## src/rtl/ascon_job_sched_pkg.sv

```systemverilog
// Shared types and constants for the ASCON job scheduler.
package ascon_pack;

    localparam int WDOG_DEF_W = 12;

    typedef enum logic [1:0] {
        IDLE  = 2'd0,
        START = 2'd1,
        RUN   = 2'd2,
        ABORT = 2'd3
    } sched_state_e;

    // Plain-vector aliases of the scheduler states for the state register.
    localparam logic [1:0] ST_IDLE  = IDLE;
    localparam logic [1:0] ST_START = START;
    localparam logic [1:0] ST_RUN   = RUN;
    localparam logic [1:0] ST_ABORT = ABORT;

endpackage

```

## src/rtl/ascon_job_sched_if.sv

```systemverilog
// Requester-side bundle: job descriptors, data streams and result strobes.
interface ascon_job_sched_if #(
    parameter int NREQ      = 2,
    parameter int BLK_AD_AW = 10,
    parameter int BLK_PT_AW = 10
);
    logic [NREQ-1:0]           job_valid_i;
    logic [NREQ-1:0]           job_ready_o;
    logic [NREQ*128-1:0]       job_key_i;
    logic [NREQ*128-1:0]       job_nonce_i;
    logic [NREQ*BLK_AD_AW-1:0] job_ad_size_i;
    logic [NREQ*BLK_PT_AW-1:0] job_pt_size_i;
    logic [NREQ*8-1:0]         job_delay_i;
    logic [NREQ-1:0]           data_valid_i;
    logic [NREQ*64-1:0]        data_i;
    logic [NREQ-1:0]           data_ready_o;
    logic [NREQ-1:0]           ct_valid_o;
    logic [63:0]               ct_o;
    logic [NREQ-1:0]           tag_valid_o;
    logic [127:0]              tag_o;
    logic [NREQ-1:0]           done_o;
    logic [NREQ-1:0]           error_o;
    logic                      busy_o;

    // Requester side: issues jobs and data, receives results.
    modport master (
        output job_valid_i, job_key_i, job_nonce_i, job_ad_size_i, job_pt_size_i,
               job_delay_i, data_valid_i, data_i,
        input  job_ready_o, data_ready_o, ct_valid_o, ct_o, tag_valid_o, tag_o,
               done_o, error_o, busy_o
    );

    // Scheduler side.
    modport slave (
        input  job_valid_i, job_key_i, job_nonce_i, job_ad_size_i, job_pt_size_i,
               job_delay_i, data_valid_i, data_i,
        output job_ready_o, data_ready_o, ct_valid_o, ct_o, tag_valid_o, tag_o,
               done_o, error_o, busy_o
    );

endinterface

```

## src/rtl/ascon_job_sched_rr_arbiter.sv

```systemverilog
// Combinational round-robin arbiter: first set request at or above ptr, wrapping.
module rr_arbiter #(
    parameter int NREQ = 2,
    parameter int IW   = 1
) (
    input  logic [NREQ-1:0] req,
    input  logic [IW-1:0]   ptr,
    output logic [NREQ-1:0] gnt,
    output logic [IW-1:0]   idx,
    output logic            found
);
    logic [IW-1:0] cand;

    // Scan candidates in priority order starting at ptr and keep the first hit.
    always_comb begin
        gnt   = '0;
        idx   = '0;
        found = 1'b0;
        cand  = '0;
        for (int i = 0; i < NREQ; i++) begin
            cand = IW'((int'(ptr) + i) % NREQ);
            if (!found && req[cand]) begin
                found     = 1'b1;
                gnt[cand] = 1'b1;
                idx       = cand;
            end
        end
    end

endmodule

```

## src/rtl/ascon_job_sched.sv

```systemverilog
// Round-robin scheduler sharing one ascon_top core between NREQ requesters,
// with a watchdog that aborts hung jobs by pulsing the core reset.
module ascon_job_sched
    import ascon_pack::*;
#(
    parameter int NREQ      = 2,
    parameter int BLK_AD_AW = 10,
    parameter int BLK_PT_AW = 10,
    parameter int WDOG_W    = WDOG_DEF_W
) (
    input  logic                 clk_i,
    input  logic                 rst_i,
    ascon_job_sched_if.slave     jobs,
    output logic                 core_rst_o,
    output logic                 core_start_o,
    output logic                 core_data_valid_o,
    output logic [63:0]          core_data_o,
    output logic [127:0]         core_key_o,
    output logic [127:0]         core_nonce_o,
    output logic [BLK_AD_AW-1:0] core_ad_size_o,
    output logic [BLK_PT_AW-1:0] core_pt_size_o,
    output logic [7:0]           core_delay_o,
    input  logic                 core_ready_i,
    input  logic                 core_data_req_i,
    input  logic                 core_done_i,
    input  logic                 core_ct_valid_i,
    input  logic                 core_tag_valid_i,
    input  logic [63:0]          core_ct_i,
    input  logic [127:0]         core_tag_i
);
    localparam int IW = $clog2(NREQ);
    localparam logic [WDOG_W-1:0] WDOG_MAX = '1;

    logic [1:0]        state;
    logic [IW-1:0]     g;
    logic [IW-1:0]     rr;
    logic [WDOG_W-1:0] wdog;
    logic              pend;
    logic              abort_cnt;

    logic [NREQ-1:0]   arb_gnt;
    logic [IW-1:0]     arb_idx;
    logic              arb_found;

    logic [NREQ-1:0]   g_onehot;
    logic              hs;
    logic              activity;
    logic [WDOG_W-1:0] wdog_inc;
    logic [IW-1:0]     rr_after;

    rr_arbiter #(.NREQ(NREQ), .IW(IW)) u_arb (
        .req   (jobs.job_valid_i),
        .ptr   (rr),
        .gnt   (arb_gnt),
        .idx   (arb_idx),
        .found (arb_found)
    );

    assign g_onehot = NREQ'(1) << g;

    // Only the owner sees ready, and only while no word is waiting to go to the core.
    assign jobs.data_ready_o = (state == ST_RUN && core_data_req_i && !pend) ? g_onehot : '0;
    assign hs       = |(jobs.data_valid_i & jobs.data_ready_o);
    assign activity = hs | core_ct_valid_i | core_tag_valid_i;
    assign wdog_inc = (wdog == WDOG_MAX) ? wdog : wdog + WDOG_W'(1);
    assign rr_after = (g == IW'(NREQ - 1)) ? '0 : g + IW'(1);
    assign jobs.busy_o = (state != ST_IDLE);

    // Scheduler FSM, descriptor latch, data forwarding, result routing and watchdog.
    always_ff @(posedge clk_i) begin
        if (rst_i) begin
            state             <= ST_IDLE;
            g                 <= '0;
            rr                <= '0;
            wdog              <= '0;
            pend              <= 1'b0;
            abort_cnt         <= 1'b0;
            jobs.job_ready_o  <= '0;
            jobs.ct_valid_o   <= '0;
            jobs.ct_o         <= '0;
            jobs.tag_valid_o  <= '0;
            jobs.tag_o        <= '0;
            jobs.done_o       <= '0;
            jobs.error_o      <= '0;
            core_rst_o        <= 1'b0;
            core_start_o      <= 1'b0;
            core_data_valid_o <= 1'b0;
            core_data_o       <= '0;
            core_key_o        <= '0;
            core_nonce_o      <= '0;
            core_ad_size_o    <= '0;
            core_pt_size_o    <= '0;
            core_delay_o      <= '0;
        end else begin
            jobs.job_ready_o  <= '0;
            jobs.ct_valid_o   <= '0;
            jobs.tag_valid_o  <= '0;
            jobs.done_o       <= '0;
            jobs.error_o      <= '0;
            core_start_o      <= 1'b0;
            core_data_valid_o <= hs;

            if (hs) begin
                core_data_o <= jobs.data_i[g*64 +: 64];
                pend        <= 1'b1;
            end else if (core_data_valid_o) begin
                pend <= 1'b0;
            end

            case (state)
                ST_IDLE: begin
                    if (core_ready_i && arb_found) begin
                        g                <= arb_idx;
                        core_key_o       <= jobs.job_key_i[arb_idx*128 +: 128];
                        core_nonce_o     <= jobs.job_nonce_i[arb_idx*128 +: 128];
                        core_ad_size_o   <= jobs.job_ad_size_i[arb_idx*BLK_AD_AW +: BLK_AD_AW];
                        core_pt_size_o   <= jobs.job_pt_size_i[arb_idx*BLK_PT_AW +: BLK_PT_AW];
                        core_delay_o     <= jobs.job_delay_i[arb_idx*8 +: 8];
                        jobs.job_ready_o <= arb_gnt;
                        state            <= ST_START;
                    end
                end
                ST_START: begin
                    core_start_o <= 1'b1;
                    wdog         <= '0;
                    state        <= ST_RUN;
                end
                ST_RUN: begin
                    if (core_ct_valid_i) begin
                        jobs.ct_valid_o <= g_onehot;
                        jobs.ct_o       <= core_ct_i;
                    end
                    if (core_tag_valid_i) begin
                        jobs.tag_valid_o <= g_onehot;
                        jobs.tag_o       <= core_tag_i;
                    end
                    if (core_done_i) begin
                        jobs.done_o <= g_onehot;
                        rr          <= rr_after;
                        state       <= ST_IDLE;
                    end else if (activity) begin
                        wdog <= '0;
                    end else begin
                        wdog <= wdog_inc;
                        if (wdog_inc == WDOG_MAX) begin
                            jobs.error_o <= g_onehot;
                            rr           <= rr_after;
                            core_rst_o   <= 1'b1;
                            abort_cnt    <= 1'b0;
                            state        <= ST_ABORT;
                        end
                    end
                end
                ST_ABORT: begin
                    pend <= 1'b0;
                    if (abort_cnt) begin
                        core_rst_o <= 1'b0;
                        state      <= ST_IDLE;
                    end else begin
                        abort_cnt <= 1'b1;
                    end
                end
                default: state <= ST_IDLE;
            endcase
        end
    end

endmodule

```

## src/flat_wrapper.sv

```systemverilog
// flat-port wrapper written by rule: the top's interface ports become plain ports
module ascon_job_sched_flat import ascon_pack::*;
#(
    parameter int NREQ      = 2,
    parameter int BLK_AD_AW = 10,
    parameter int BLK_PT_AW = 10,
    parameter int WDOG_W    = WDOG_DEF_W
)
  (clk_i, rst_i, core_rst_o, core_start_o, core_data_valid_o, core_data_o, core_key_o, core_nonce_o, core_ad_size_o, core_pt_size_o, core_delay_o, core_ready_i, core_data_req_i, core_done_i, core_ct_valid_i, core_tag_valid_i, core_ct_i, core_tag_i, jobs_job_valid_i, jobs_job_key_i, jobs_job_nonce_i, jobs_job_ad_size_i, jobs_job_pt_size_i, jobs_job_delay_i, jobs_data_valid_i, jobs_data_i, jobs_job_ready_o, jobs_data_ready_o, jobs_ct_valid_o, jobs_ct_o, jobs_tag_valid_o, jobs_tag_o, jobs_done_o, jobs_error_o, jobs_busy_o);
  ascon_job_sched_if #(.NREQ(NREQ), .BLK_AD_AW(BLK_AD_AW), .BLK_PT_AW(BLK_PT_AW)) jobs_i ();
  input  logic clk_i;
  input  logic rst_i;
  output logic core_rst_o;
  output logic core_start_o;
  output logic core_data_valid_o;
  output logic [63:0] core_data_o;
  output logic [127:0] core_key_o;
  output logic [127:0] core_nonce_o;
  output logic [BLK_AD_AW-1:0] core_ad_size_o;
  output logic [BLK_PT_AW-1:0] core_pt_size_o;
  output logic [7:0] core_delay_o;
  input  logic core_ready_i;
  input  logic core_data_req_i;
  input  logic core_done_i;
  input  logic core_ct_valid_i;
  input  logic core_tag_valid_i;
  input  logic [63:0] core_ct_i;
  input  logic [127:0] core_tag_i;
  input wire logic [$bits(jobs_i.job_valid_i)-1:0] jobs_job_valid_i;
  input wire logic [$bits(jobs_i.job_key_i)-1:0] jobs_job_key_i;
  input wire logic [$bits(jobs_i.job_nonce_i)-1:0] jobs_job_nonce_i;
  input wire logic [$bits(jobs_i.job_ad_size_i)-1:0] jobs_job_ad_size_i;
  input wire logic [$bits(jobs_i.job_pt_size_i)-1:0] jobs_job_pt_size_i;
  input wire logic [$bits(jobs_i.job_delay_i)-1:0] jobs_job_delay_i;
  input wire logic [$bits(jobs_i.data_valid_i)-1:0] jobs_data_valid_i;
  input wire logic [$bits(jobs_i.data_i)-1:0] jobs_data_i;
  output wire logic [$bits(jobs_i.job_ready_o)-1:0] jobs_job_ready_o;
  output wire logic [$bits(jobs_i.data_ready_o)-1:0] jobs_data_ready_o;
  output wire logic [$bits(jobs_i.ct_valid_o)-1:0] jobs_ct_valid_o;
  output wire logic [$bits(jobs_i.ct_o)-1:0] jobs_ct_o;
  output wire logic [$bits(jobs_i.tag_valid_o)-1:0] jobs_tag_valid_o;
  output wire logic [$bits(jobs_i.tag_o)-1:0] jobs_tag_o;
  output wire logic [$bits(jobs_i.done_o)-1:0] jobs_done_o;
  output wire logic [$bits(jobs_i.error_o)-1:0] jobs_error_o;
  output wire logic [$bits(jobs_i.busy_o)-1:0] jobs_busy_o;
  assign jobs_i.job_valid_i = jobs_job_valid_i;
  assign jobs_i.job_key_i = jobs_job_key_i;
  assign jobs_i.job_nonce_i = jobs_job_nonce_i;
  assign jobs_i.job_ad_size_i = jobs_job_ad_size_i;
  assign jobs_i.job_pt_size_i = jobs_job_pt_size_i;
  assign jobs_i.job_delay_i = jobs_job_delay_i;
  assign jobs_i.data_valid_i = jobs_data_valid_i;
  assign jobs_i.data_i = jobs_data_i;
  assign jobs_job_ready_o = jobs_i.job_ready_o;
  assign jobs_data_ready_o = jobs_i.data_ready_o;
  assign jobs_ct_valid_o = jobs_i.ct_valid_o;
  assign jobs_ct_o = jobs_i.ct_o;
  assign jobs_tag_valid_o = jobs_i.tag_valid_o;
  assign jobs_tag_o = jobs_i.tag_o;
  assign jobs_done_o = jobs_i.done_o;
  assign jobs_error_o = jobs_i.error_o;
  assign jobs_busy_o = jobs_i.busy_o;
  ascon_job_sched #(.NREQ(NREQ), .BLK_AD_AW(BLK_AD_AW), .BLK_PT_AW(BLK_PT_AW), .WDOG_W(WDOG_W)) u_core (.clk_i(clk_i), .rst_i(rst_i), .jobs(jobs_i), .core_rst_o(core_rst_o), .core_start_o(core_start_o), .core_data_valid_o(core_data_valid_o), .core_data_o(core_data_o), .core_key_o(core_key_o), .core_nonce_o(core_nonce_o), .core_ad_size_o(core_ad_size_o), .core_pt_size_o(core_pt_size_o), .core_delay_o(core_delay_o), .core_ready_i(core_ready_i), .core_data_req_i(core_data_req_i), .core_done_i(core_done_i), .core_ct_valid_i(core_ct_valid_i), .core_tag_valid_i(core_tag_valid_i), .core_ct_i(core_ct_i), .core_tag_i(core_tag_i));
endmodule
```

## config.mk

```make
export PLATFORM = sky130hd
export DESIGN_NAME = ascon_job_sched_flat
export DESIGN_NICKNAME = d
export VERILOG_FILES = /design/src/rtl/ascon_job_sched_pkg.sv /design/src/rtl/ascon_job_sched_if.sv /design/src/rtl/ascon_job_sched_rr_arbiter.sv /design/src/rtl/ascon_job_sched.sv /design/src/flat_wrapper.sv
export SDC_FILE = /design/constraint.sdc
export NUM_CORES = 1
export LEC_CHECK = 0
export ABC_AREA = 1
export CAP_MARGIN = 30
export CORE_AREA = 2 2 560 562
export DETAILED_ROUTE_END_ITERATION = 8
export DIE_AREA = 0 0 562 564
export PLACE_DENSITY = 0.35
export SYNTH_ARGS = -nofsm -noshare
export SYNTH_HDL_FRONTEND = slang
export SYNTH_SLANG_ARGS = --single-unit
```

## constraint.sdc

```tcl
create_clock -name clk_i -period 3.5 [get_ports clk_i]
set_input_delay 0.7 -clock clk_i [delete_from_list [all_inputs] [get_ports clk_i]]
set_output_delay 0.7 -clock clk_i [all_outputs]
set_load 0.02 [all_outputs]
```

==> flow_metrics.py <==
metrics = {
    "floorplanning": {
        "dieArea_um2": 317000,
        "io_pins": 1455,
        "die_y_um": 564,
        "initial_utilization": 0.07813,
        "coreArea_um2": 310900,
        "num_rows": 205,
        "die_x_um": 562,
    },
    "detailed_routing": {
        "dr.pass1.iters": 5,
        "ant_nets": 0,
        "wl_per_cell_um": 25.16,
        "via_per_inst": 3.308,
        "drc": 0,
        "vias": 29494,
        "wl_um": 224300,
        "initialDrtViolationCount": 1658,
    },
    "sta": {
        "worst_slew_pin_slew_ps": 941.2,
        "setup_viol": 0,
        "hold_viol_final": 0,
        "relSlewSlack": 0.3725,
        "finalCritPeriodShare": 0.9492,
        "fin_skew_ps": 94.94,
        "grt_setup_unrepaired": "false",
        "max_freq_mhz": 301.0,
        "maxSlewViolCount": 0,
        "layout_setup_ws_ps": 177.9,
        "fin_crit_ps": 3322,
        "hold_slack_ps": 303.6,
        "setup_tns_ps": 0,
    },
    "worst_setup_path": {
        "cpMostUsedCell": "nor2_2",
        "worstPathMaxFanout": 5,
        "crit_slowest_cell": "clkdlybuf4s50_1",
        "r2r_setup_slack_ps": 870,
        "worst_setup_path_end_kind": "output pin",
        "cp.required_ps": 2800,
        "start_kind": "register",
        "critPathKind": "register to output pin",
        "cp.arrival_ps": 2620,
        "max_stage_delay_ps": 610,
        "path_delay_family": "buffers and inverters",
        "crit_buf_inv": 3,
        "cp_cell_sequence": "nand2_2 > nor2_2 > buf_4 > inv_2 > nor2_2 > clkdlybuf4s50_1",
    },
    "clock_tree": {
        "cts_hold_repair.buffers": 0,
        "cts.path.max_buffers": 4,
        "path_clk_slew_ps": 60,
        "cts_tree": "done",
        "cts_made_buffers": 87,
        "post_cts_buffers": 0,
        "htreeDepth": 3,
        "cts_resized": 1,
        "clkSinkCount": 571,
        "worstSkewPairLatency_ps": 820,
        "clock-root-buffer": "clkbuf_16",
    },
    "synth": {
        "syn-cell-area_um2": 24290,
        "yosysTopAreaCell": "dfxtp_1",
        "ys_ff_latch": 571,
        "yosysTopAreaCellShare": 0.4707,
        "synth.area.top_cells": "dfxtp_1 (47%), nand2_1 (15%), nand3_1 (10%), o211ai_1 (8.8%), inv_1 (4.8%)",
        "yosys_warnings": 0,
        "syn_nets": 4229,
        "synth_cell_types": 31,
        "yosysSeqAreaShare": 0.4707,
        "netlist_instances": 3329,
        "syn_area_per_cell_um2": 7.296,
    },
    "global_routing": {
        "grt_usage": 0.1351,
        "antenna_found_initial": 204,
        "grt_pass1_wl_um": 286600,
        "grt_pass1_vias": 29063,
        "grt_overflow_total": 0,
        "grt_start_max_net_pins": 106,
    },
    "final_layout": {
        "layout.nets": 5565,
        "layout_commonest_cell": "clkdlybuf4s50_1",
        "post-route-util": 0.1505,
        "area_growth_pct": 92.63,
        "final_cell_mix": "clkdlybuf4s50_1 (1,444), nand2_1 (966), dfxtp_1 (570)",
        "final_cell_area_um2": 46780,
        "drive_gt1_frac": 0.05498,
        "fill_cells": 35508,
    },
    "power_and_ir_drop": {
        "cellPowerDensity_nw_per_um2": 529.0,
        "p_leak_nw": 17.60,
        "ir_drop_uv": 394.2,
    },
    "placement": {
        "dp_hpwl_um": 186600,
        "post_dp_cell_area_um2": 43780,
        "port_buffers": 1454,
        "post-place-ws_ps": 298.8,
        "place_congestion": 0.8541,
    },
    "job": {
        "drv_cap": 0,
    },
    "outcome": {
        "outcome": "completed",
    },
    "hold_path": {
        "min_path_type": "input pin to register",
    },
}
[path summary, 6_finish.rpt]
check | from | depth (start not counted) | to
worst max-delay path | u_core.state[1]$_SDFFE_PP0P_ | 6 | jobs_data_ready_o[1]
worst max register to register | u_core.wdog[1]$_SDFFE_PP0P_ | 9 | u_core.jobs.error_o[0]$_SDFF_PP0_
worst min-delay path | core_ct_valid_i | 3 | u_core.jobs.ct_o[63]$_SDFFE_PP0P_
worst min register to register | u_core.jobs.ct_o[29]$_SDFFE_PP0P_ | 2 | u_core.jobs.ct_o[29]$_SDFFE_PP0P_
[worst register-to-register path: stages (launching register included)]
cell,delay (ps)
dfxtp_1,410
ha_1,300
nand2_2,110
nor2_4,140
nand3_4,220
o21ai_2,310
nand4_1,140
nor3_2,230
nand4_1,390
nor2_1,240
[cell usage after synthesis]
cell type  count
nand2_1      969
dfxtp_1      571
nand3_1      491
inv_1        309
o211ai_1     284
a21oi_1      206
clkbuf_1     173
buf_2         81
a31oi_1       64
o21ai_0       50
nor2_1        33
buf_1         20
o21ai_1       20
inv_2          8
nand2_2        8
buf_4          7
nand4_1        7
nor2_2         5
nand3_2        4
nor2_4         4
o21ai_2        4
o21bai_1       2
a211oi_1       1
a21oi_2        1
buf_6          1
ha_1           1
nand3_4        1
nor3_2         1
o22ai_1        1
xnor2_1        1
xor2_1         1
[final cells by class]
cell class | count | area [um2] | area share
Multi-Input combinational cell | 2159 | 10510 | 0.2246
Sequential cell | 571 | 11430 | 0.2444
Clock buffer | 129 | 2567 | 0.05488
Clock inverter | 24 | 319.1 | 0.006820
Timing Repair Buffer | 1529 | 15450 | 0.3303
Inverter | 317 | 1212 | 0.02591
Tap cell | 4140 | 5180 | 0.1107
Antenna cell | 46 | 115.1 | 0.002460
[cells by family (layout without fill, tap and decap cells)]
logic type,after synthesis,after routing,share of synthesized area
other,0,46,0
adder cells (fa/ha/maj),1,1,0.0005151
AO/OA/AOI/OAI,633,633,0.1641
XOR/XNOR,2,2,0.0007214
buffers and inverters,599,1999,0.09814
flip-flops,571,571,0.4707
AND/OR/NAND/NOR,1523,1523,0.2658
[report_power, final]
group,total (mW),leakage (nW),switching [mW],internal [mW]
combinational,7.62,11.5,4.45,3.17
sequential,7.91,4.67,0.562,7.35
clock,9.22,1.41,3.66,5.56
[registers in the layout (all words and copies together), names as in the netlist, 8 cells and up]
signal and cells:
u_core.core_pt_size_o 10, u_core.core_data_o 64, u_core.jobs.ct_o 64, u_core.core_nonce_o 128, u_core.jobs.tag_o 128, u_core.core_ad_size_o 10
u_core.core_delay_o 8, u_core.wdog 12, u_core.core_key_o 128
[routing by layer]
| metal | GRT usage | routed length, um | share of wire | vias up |
|---|---|---|---|---|
| met5 | 0 | 735 | 0.0033 | - |
| met4 | 0.02735 | 4675 | 0.021 | 114 |
| met3 | 0.07668 | 28000 | 0.12 | 394 |
| met2 | 0.2218 | 102600 | 0.46 | 1415 |
| met1 | 0.1517 | 88330 | 0.39 | 13741 |
| li1 | - | - | - | 13830 |
[through the flow]
step	std cells	total power [mW]
after global placement	8716	15.86
after detailed placement	8716	15.87
final	8915	24.75
after CTS	8869	25.46
after global routing	8873	26.03
after floorplan	3329	11.06
No activity file was read; power rests on OpenSTA's default activity.
